File: config.mk
export PLATFORM = sky130hd
export DESIGN_NAME = id_ex_latch
export DESIGN_NICKNAME = d
export VERILOG_FILES = /design/src/rtl/id_ex_latch.sv
export SDC_FILE = /design/constraint.sdc
export NUM_CORES = 1
export LEC_CHECK = 0
export CAP_MARGIN = 20
export CORE_ASPECT_RATIO = 0.7
export CORE_MARGIN = 4
export CORE_UTILIZATION = 33
export CTS_CLUSTER_DIAMETER = 40
export DETAILED_ROUTE_END_ITERATION = 10
export GPL_TIMING_DRIVEN = 0
export PLACE_DENSITY = 0.72
export SLEW_MARGIN = 20
export SYNTH_ARGS = -nofsm -noshare
export SYNTH_HDL_FRONTEND = slang
export SYNTH_SLANG_ARGS = --single-unit
File: constraint.sdc
create_clock -name CLK -period 5.4 [get_ports CLK]
set_clock_uncertainty 0.05 [all_clocks]
set_input_delay 1.08 -clock CLK [delete_from_list [all_inputs] [get_ports CLK]]
set_output_delay 1.08 -clock CLK [all_outputs]
set_load 0.1 [all_outputs]
File: src/rtl/id_ex_latch.sv
// -----------------------------------------------------------------------------
// id_ex_latch -- ID/EX pipeline register with load-use hazard detection.
//
// Purpose:
//   Captures the decoded instruction fields from the ID stage into the EX
//   stage. On each rising CLK edge exactly one action is taken, in priority
//   order: flush (squash to a bubble), halt-hold (a registered, valid halt
//   freezes the stage), hold (en low), load-use bubble, or a normal load.
//
// Ports:
//   CLK, RST           clock (rising edge); asynchronous active-high reset
//   en                 pipeline advance
//   flush              squash the ID instruction (taken branch/jump)
//   id_*               decoded fields: rsel1/rsel2/wsel[5], rdat1/rdat2/
//                      imm/npc[32], wen/dren/dwen/memtoreg/halt[1], aluop[4]
//   ex_*               registered copies of every id_* field
//   ex_valid           EX holds a real instruction (0 = bubble)
//   stall              hold PC and IF/ID this cycle (load-use hazard)
//   bubble_cnt         saturating count of load-use bubbles inserted
//
// Configuration:
//   ID_EX_LOAD_USE_STALL_EN  when defined, load-use detection, bubble
//                            insertion and bubble_cnt are built; otherwise
//                            stall and bubble_cnt are tied to 0.
// -----------------------------------------------------------------------------
module id_ex_latch (
  input  logic        CLK,
  input  logic        RST,
  input  logic        en,
  input  logic        flush,
  input  logic [4:0]  id_rsel1,
  input  logic [4:0]  id_rsel2,
  input  logic [4:0]  id_wsel,
  input  logic [31:0] id_rdat1,
  input  logic [31:0] id_rdat2,
  input  logic [31:0] id_imm,
  input  logic [31:0] id_npc,
  input  logic        id_wen,
  input  logic        id_dren,
  input  logic        id_dwen,
  input  logic        id_memtoreg,
  input  logic        id_halt,
  input  logic [3:0]  id_aluop,
  output logic [4:0]  ex_rsel1,
  output logic [4:0]  ex_rsel2,
  output logic [4:0]  ex_wsel,
  output logic [31:0] ex_rdat1,
  output logic [31:0] ex_rdat2,
  output logic [31:0] ex_imm,
  output logic [31:0] ex_npc,
  output logic        ex_wen,
  output logic        ex_dren,
  output logic        ex_dwen,
  output logic        ex_memtoreg,
  output logic        ex_halt,
  output logic [3:0]  ex_aluop,
  output logic        ex_valid,
  output logic        stall,
  output logic [15:0] bubble_cnt
);

  typedef struct packed {
    logic [4:0]  rsel1;
    logic [4:0]  rsel2;
    logic [4:0]  wsel;
    logic [31:0] rdat1;
    logic [31:0] rdat2;
    logic [31:0] imm;
    logic [31:0] npc;
    logic        wen;
    logic        dren;
    logic        dwen;
    logic        memtoreg;
    logic        halt;
    logic [3:0]  aluop;
  } ex_fields_t;

  ex_fields_t id_fields;
  ex_fields_t ex_d, ex_q;
  logic       valid_d, valid_q;
  logic       halt_hold;

  assign id_fields = '{rsel1: id_rsel1, rsel2: id_rsel2, wsel: id_wsel,
                       rdat1: id_rdat1, rdat2: id_rdat2, imm: id_imm,
                       npc: id_npc, wen: id_wen, dren: id_dren,
                       dwen: id_dwen, memtoreg: id_memtoreg, halt: id_halt,
                       aluop: id_aluop};

  // A valid halt sitting in EX freezes the stage. Deriving this from the
  // registered fields means a flush (which loads a bubble) or a reset
  // releases it without a separate flop.
  assign halt_hold = valid_q & ex_q.halt;

`ifdef ID_EX_LOAD_USE_STALL_EN
  logic        load_use;
  logic [15:0] bubble_cnt_d, bubble_cnt_q;

  // A load in EX writing a register the ID instruction reads. Register 0
  // never carries a real dependency.
  assign load_use = valid_q & ex_q.dren & (ex_q.wsel != 5'd0) &
                    ((ex_q.wsel == id_rsel1) | (ex_q.wsel == id_rsel2));

  // Flush and halt-hold outrank the bubble, so the stall is suppressed
  // whenever either of them will decide this edge.
  assign stall = load_use & ~flush & ~halt_hold;

  always_comb begin
    bubble_cnt_d = bubble_cnt_q;
    if (en && stall && (bubble_cnt_q != 16'hFFFF))
      bubble_cnt_d = bubble_cnt_q + 16'd1;
  end

  always_ff @(posedge CLK or posedge RST) begin
    if (RST)
      bubble_cnt_q <= 16'd0;
    else
      bubble_cnt_q <= bubble_cnt_d;
  end

  assign bubble_cnt = bubble_cnt_q;
`else
  assign stall      = 1'b0;
  assign bubble_cnt = 16'd0;
`endif

  always_comb begin
    ex_d    = ex_q;
    valid_d = valid_q;
    if (flush) begin
      ex_d    = '0;
      valid_d = 1'b0;
    end else if (halt_hold || !en) begin
      // hold everything
    end else if (stall) begin
      ex_d    = '0;
      valid_d = 1'b0;
    end else begin
      ex_d    = id_fields;
      valid_d = 1'b1;
    end
  end

  always_ff @(posedge CLK or posedge RST) begin
    if (RST) begin
      ex_q    <= '0;
      valid_q <= 1'b0;
    end else begin
      ex_q    <= ex_d;
      valid_q <= valid_d;
    end
  end

  assign ex_rsel1    = ex_q.rsel1;
  assign ex_rsel2    = ex_q.rsel2;
  assign ex_wsel     = ex_q.wsel;
  assign ex_rdat1    = ex_q.rdat1;
  assign ex_rdat2    = ex_q.rdat2;
  assign ex_imm      = ex_q.imm;
  assign ex_npc      = ex_q.npc;
  assign ex_wen      = ex_q.wen;
  assign ex_dren     = ex_q.dren;
  assign ex_dwen     = ex_q.dwen;
  assign ex_memtoreg = ex_q.memtoreg;
  assign ex_halt     = ex_q.halt;
  assign ex_aluop    = ex_q.aluop;
  assign ex_valid    = valid_q;

endmodule

==> out/results.tsv <==
stage	metric	value	unit
global_routing	grt.overflow.total	0	
power_and_ir_drop	max-vdd-ir-drop	159	uV
power_and_ir_drop	powerDensity	341	nW/um^2
timing	fin_crit_sh	58.6	%
synth	async_reset_ff_share	100	%
synth	syn_area	6150	um^2
route	drtAntennaViolNets	0	
route	wl	20900	um
worst_setup_path	crit_arrival	2.03	ns
cells_and_area	nNetsFinal	1182	
hold_path	hold_class	flip-flop to flip-flop	
power_and_ir_drop	p_leak	4.47	nW
clock_tree	cts_made_buffers	17	
worst_setup_path	critical-path-top-delay-family	buffers and inverters	
worst_setup_path	crit_type	flip-flop to output pin	
floorplanning	ios	326	
worst_setup_path	path_buf_inv	1	
global_routing	grt_pass1_vias	5663	
route	via_count	5756	
worst_setup_path	start_kind	flip-flop	
route	wl_per_cell	16.4	um
floorplanning	die_h	122	um
synth	synth.distinct_cells	12	
floorplanning	start_util	33.9	%
global_routing	grt_start_max_net_pins	97	
synth	synth_top_area_share	62.3	%
clock_tree	cts.clk_slew.worst_paths	0.06	ns
worst_setup_path	required	4.27	ns
timing	maxSlewViolCount	0	
route	drcViolationCount	0	
synth	synth_most_common_cell	nand2_1	
worst_setup_path	crit_path_end_kind	output pin	
timing	hold_viol	0	
global_routing	grt_pass1_wl	31200	um
route	drtIter0Drc	332	
clock_tree	post_cts_resized	0	
global_routing	antenna_found_initial	0	
worst_setup_path	path_cells	clkdlybuf4s50_1	
timing	tightest_slew	1.06	ns
synth	synth_edf_count	0	
route	dr.pass1.iters	4	
placed_design	postPlaceCellArea	9610	um^2
placed_design	gp_congestion	0.827	
synth	yosys-top-cells-area	dfrtp_1 (62%), nand2_1 (18%), a21oi_1 (12%)	
job	cap_violations	0	
clock_tree	cts-root-buf	clkbuf_16	
timing	fin_setup_tns	0	ns
worst_setup_path	path_max_fanout	5	
clock_tree	clockBufferDepth	2	
worst_setup_path	slowest_delay	1.19	ns
synth	synth_area_per_cell	9.00	um^2
cells_and_area	utilization	56.4	%
placed_design	portBuffers	307	
clock_tree	holdBufCountCts	0	
cells_and_area	antennaDiodeCount	0	
clock_tree	htreeDepth	4	
synth	postSynthCellCount	683	
worst_setup_path	cp_slowest_cell	clkdlybuf4s50_1	
floorplanning	dieArea	20900	um^2
outcome	status	complete, no violations	
floorplanning	rows	41	
clock_tree	post-cts-setup-buffers	0	
placed_design	dpl.hpwl	15500	um
timing	slew_headroom	29.0	%
global_routing	globalRouteTotalUtil	19.2	%
floorplanning	core_area	18200	um^2
cells_and_area	final_area	10200	um^2
cells_and_area	syn2layout_area_growth	66.4	%
timing	finalSetupViolations	0	
power_and_ir_drop	p_total	0.00349	W
cells_and_area	drive_gt1_share	7.70	%
synth	synth_ff_type	dfrtp_1	
timing	grt_setup_unrepaired	no	
synth	synth_top_area_cell	dfrtp_1	
synth	yosysWarnings	0	
floorplanning	die_w	171	um
route	via_per_inst	4.51	
timing	fmax	316	MHz
clock_tree	cts_tree	built	
clock_tree	clock_sinks	153	
synth	synth_common_cells	nand2_1 (303), dfrtp_1 (153), a21oi_1 (152)	
timing	fin_crit	3.16	ns
synth	yosys_register_bits	153	
clock_tree	clk_latency	0.41	ns
synth	synth.yosys.seq_area_share	62.3	%
==> worst paths after layout <==
kind / from / endpoint / slack [ns] / depth (start not counted)
worst max-delay path: ex_valid / ex_valid / 2.24 / 1
worst min-delay path: ex_rdat2[21] / ex_rdat2[21] / 0.47 / 2
worst max register to register: ex_valid / ex_rsel2[0] / 3.61 / 5
worst min register to register: ex_rdat2[21] / ex_rdat2[21] / 0.47 / 2
max in group asynchronous: RST / ex_imm[14] / 3.42 / 3
min in group asynchronous: RST / ex_rdat1[18] / 1.03 / 2
==> state kept, by name (all words and copies together), names as in the netlist <==
register	count
ex_rsel2	5
ex_rdat2	32
ex_wen	1
ex_imm	32
ex_rdat1	32
ex_dren	1
ex_rsel1	5
ex_memtoreg	1
ex_dwen	1
ex_halt	1
ex_npc	32
ex_aluop	4
ex_wsel	5
ex_valid	1
==> metrics by stage <==
| stage | std cells | setup slack (ns) | hold slack [ns] |
|---|---|---|---|
| final | 1275 | 2.24 | 0.470 |
| after global routing | 1275 | 2.18 | 0.484 |
| after CTS | 1275 | 2.21 | 0.473 |
| after global placement | 1242 | -2.19 | 0.458 |
| after floorplan | 699 | 0.149 | 0.922 |
| after detailed placement | 1243 | 2.30 | 0.464 |
==> power by group <==
| group | total [W] | internal [W] | switching (W) |
|---|---|---|---|
| logic | 0.000986 | 0.000266 | 0.000720 |
| clock network | 0.00126 | 0.000760 | 0.000502 |
| registers | 0.00124 | 0.00121 | 0.0000347 |
| total | 0.00349 | 0.00224 | 0.00126 |
==> cells by family after synthesis <==
family	Yosys count	synth area share [%]
other cells	1	0.0610
compound gates	155	12.8
flops	153	62.3
buf+inv	69	6.27
simple gates	305	18.6
==> layout by cell type, fill, tap and decap left out <==
cell type / synthesis / layout
clkdlybuf4s50_1: 0 / 307
nand2_1: 303 / 303
dfrtp_1: 153 / 153
a21oi_1: 152 / 152
buf_4: 28 / 28
clkbuf_1: 22 / 23
buf_2: 17 / 17
conb_1: 1 / 17
clkbuf_16: 0 / 17
clkinvlp_4: 0 / 4
inv_6: 0 / 4
bufinv_16: 0 / 3
nor2_1: 2 / 2
clkbuf_8: 0 / 2
a21boi_2: 1 / 1
a21bo_2: 1 / 1
inv_8: 0 / 1
inv_1: 2 / 1
o21ai_0: 1 / 1
clkinv_4: 0 / 1
buf_16: 0 / 1
==> worst reg2reg max path, stage by stage, from the launching register on <==
cell	delay [ns]
dfrtp_1	0.43
a21boi_2	0.43
buf_4	0.29
buf_2	0.25
nand2_1	0.13
a21oi_1	0.14
==> layout make-up <==
type | instances | area [um^2]
buffer | 67 | 378
clock buffer | 20 | 457
timing repair buffer | 308 | 3100
clock inverter | 12 | 164
sequential | 153 | 3830
fill | 1650 | 7930
inverter | 2 | 15.0
tap | 236 | 295
multi-input combinational | 477 | 2000
==> layer usage <==
metal / global-route usage (%) / wire [um] / up-vias
li1: - / - / 2827
met1: 24.3 / 8910 / 2687
met5: 0 / 0 / -
met3: 7.24 / 1980 / 23
met2: 30.9 / 9700 / 219
met4: 5.84 / 306 / 0
(Power assumes the default switching activity.)
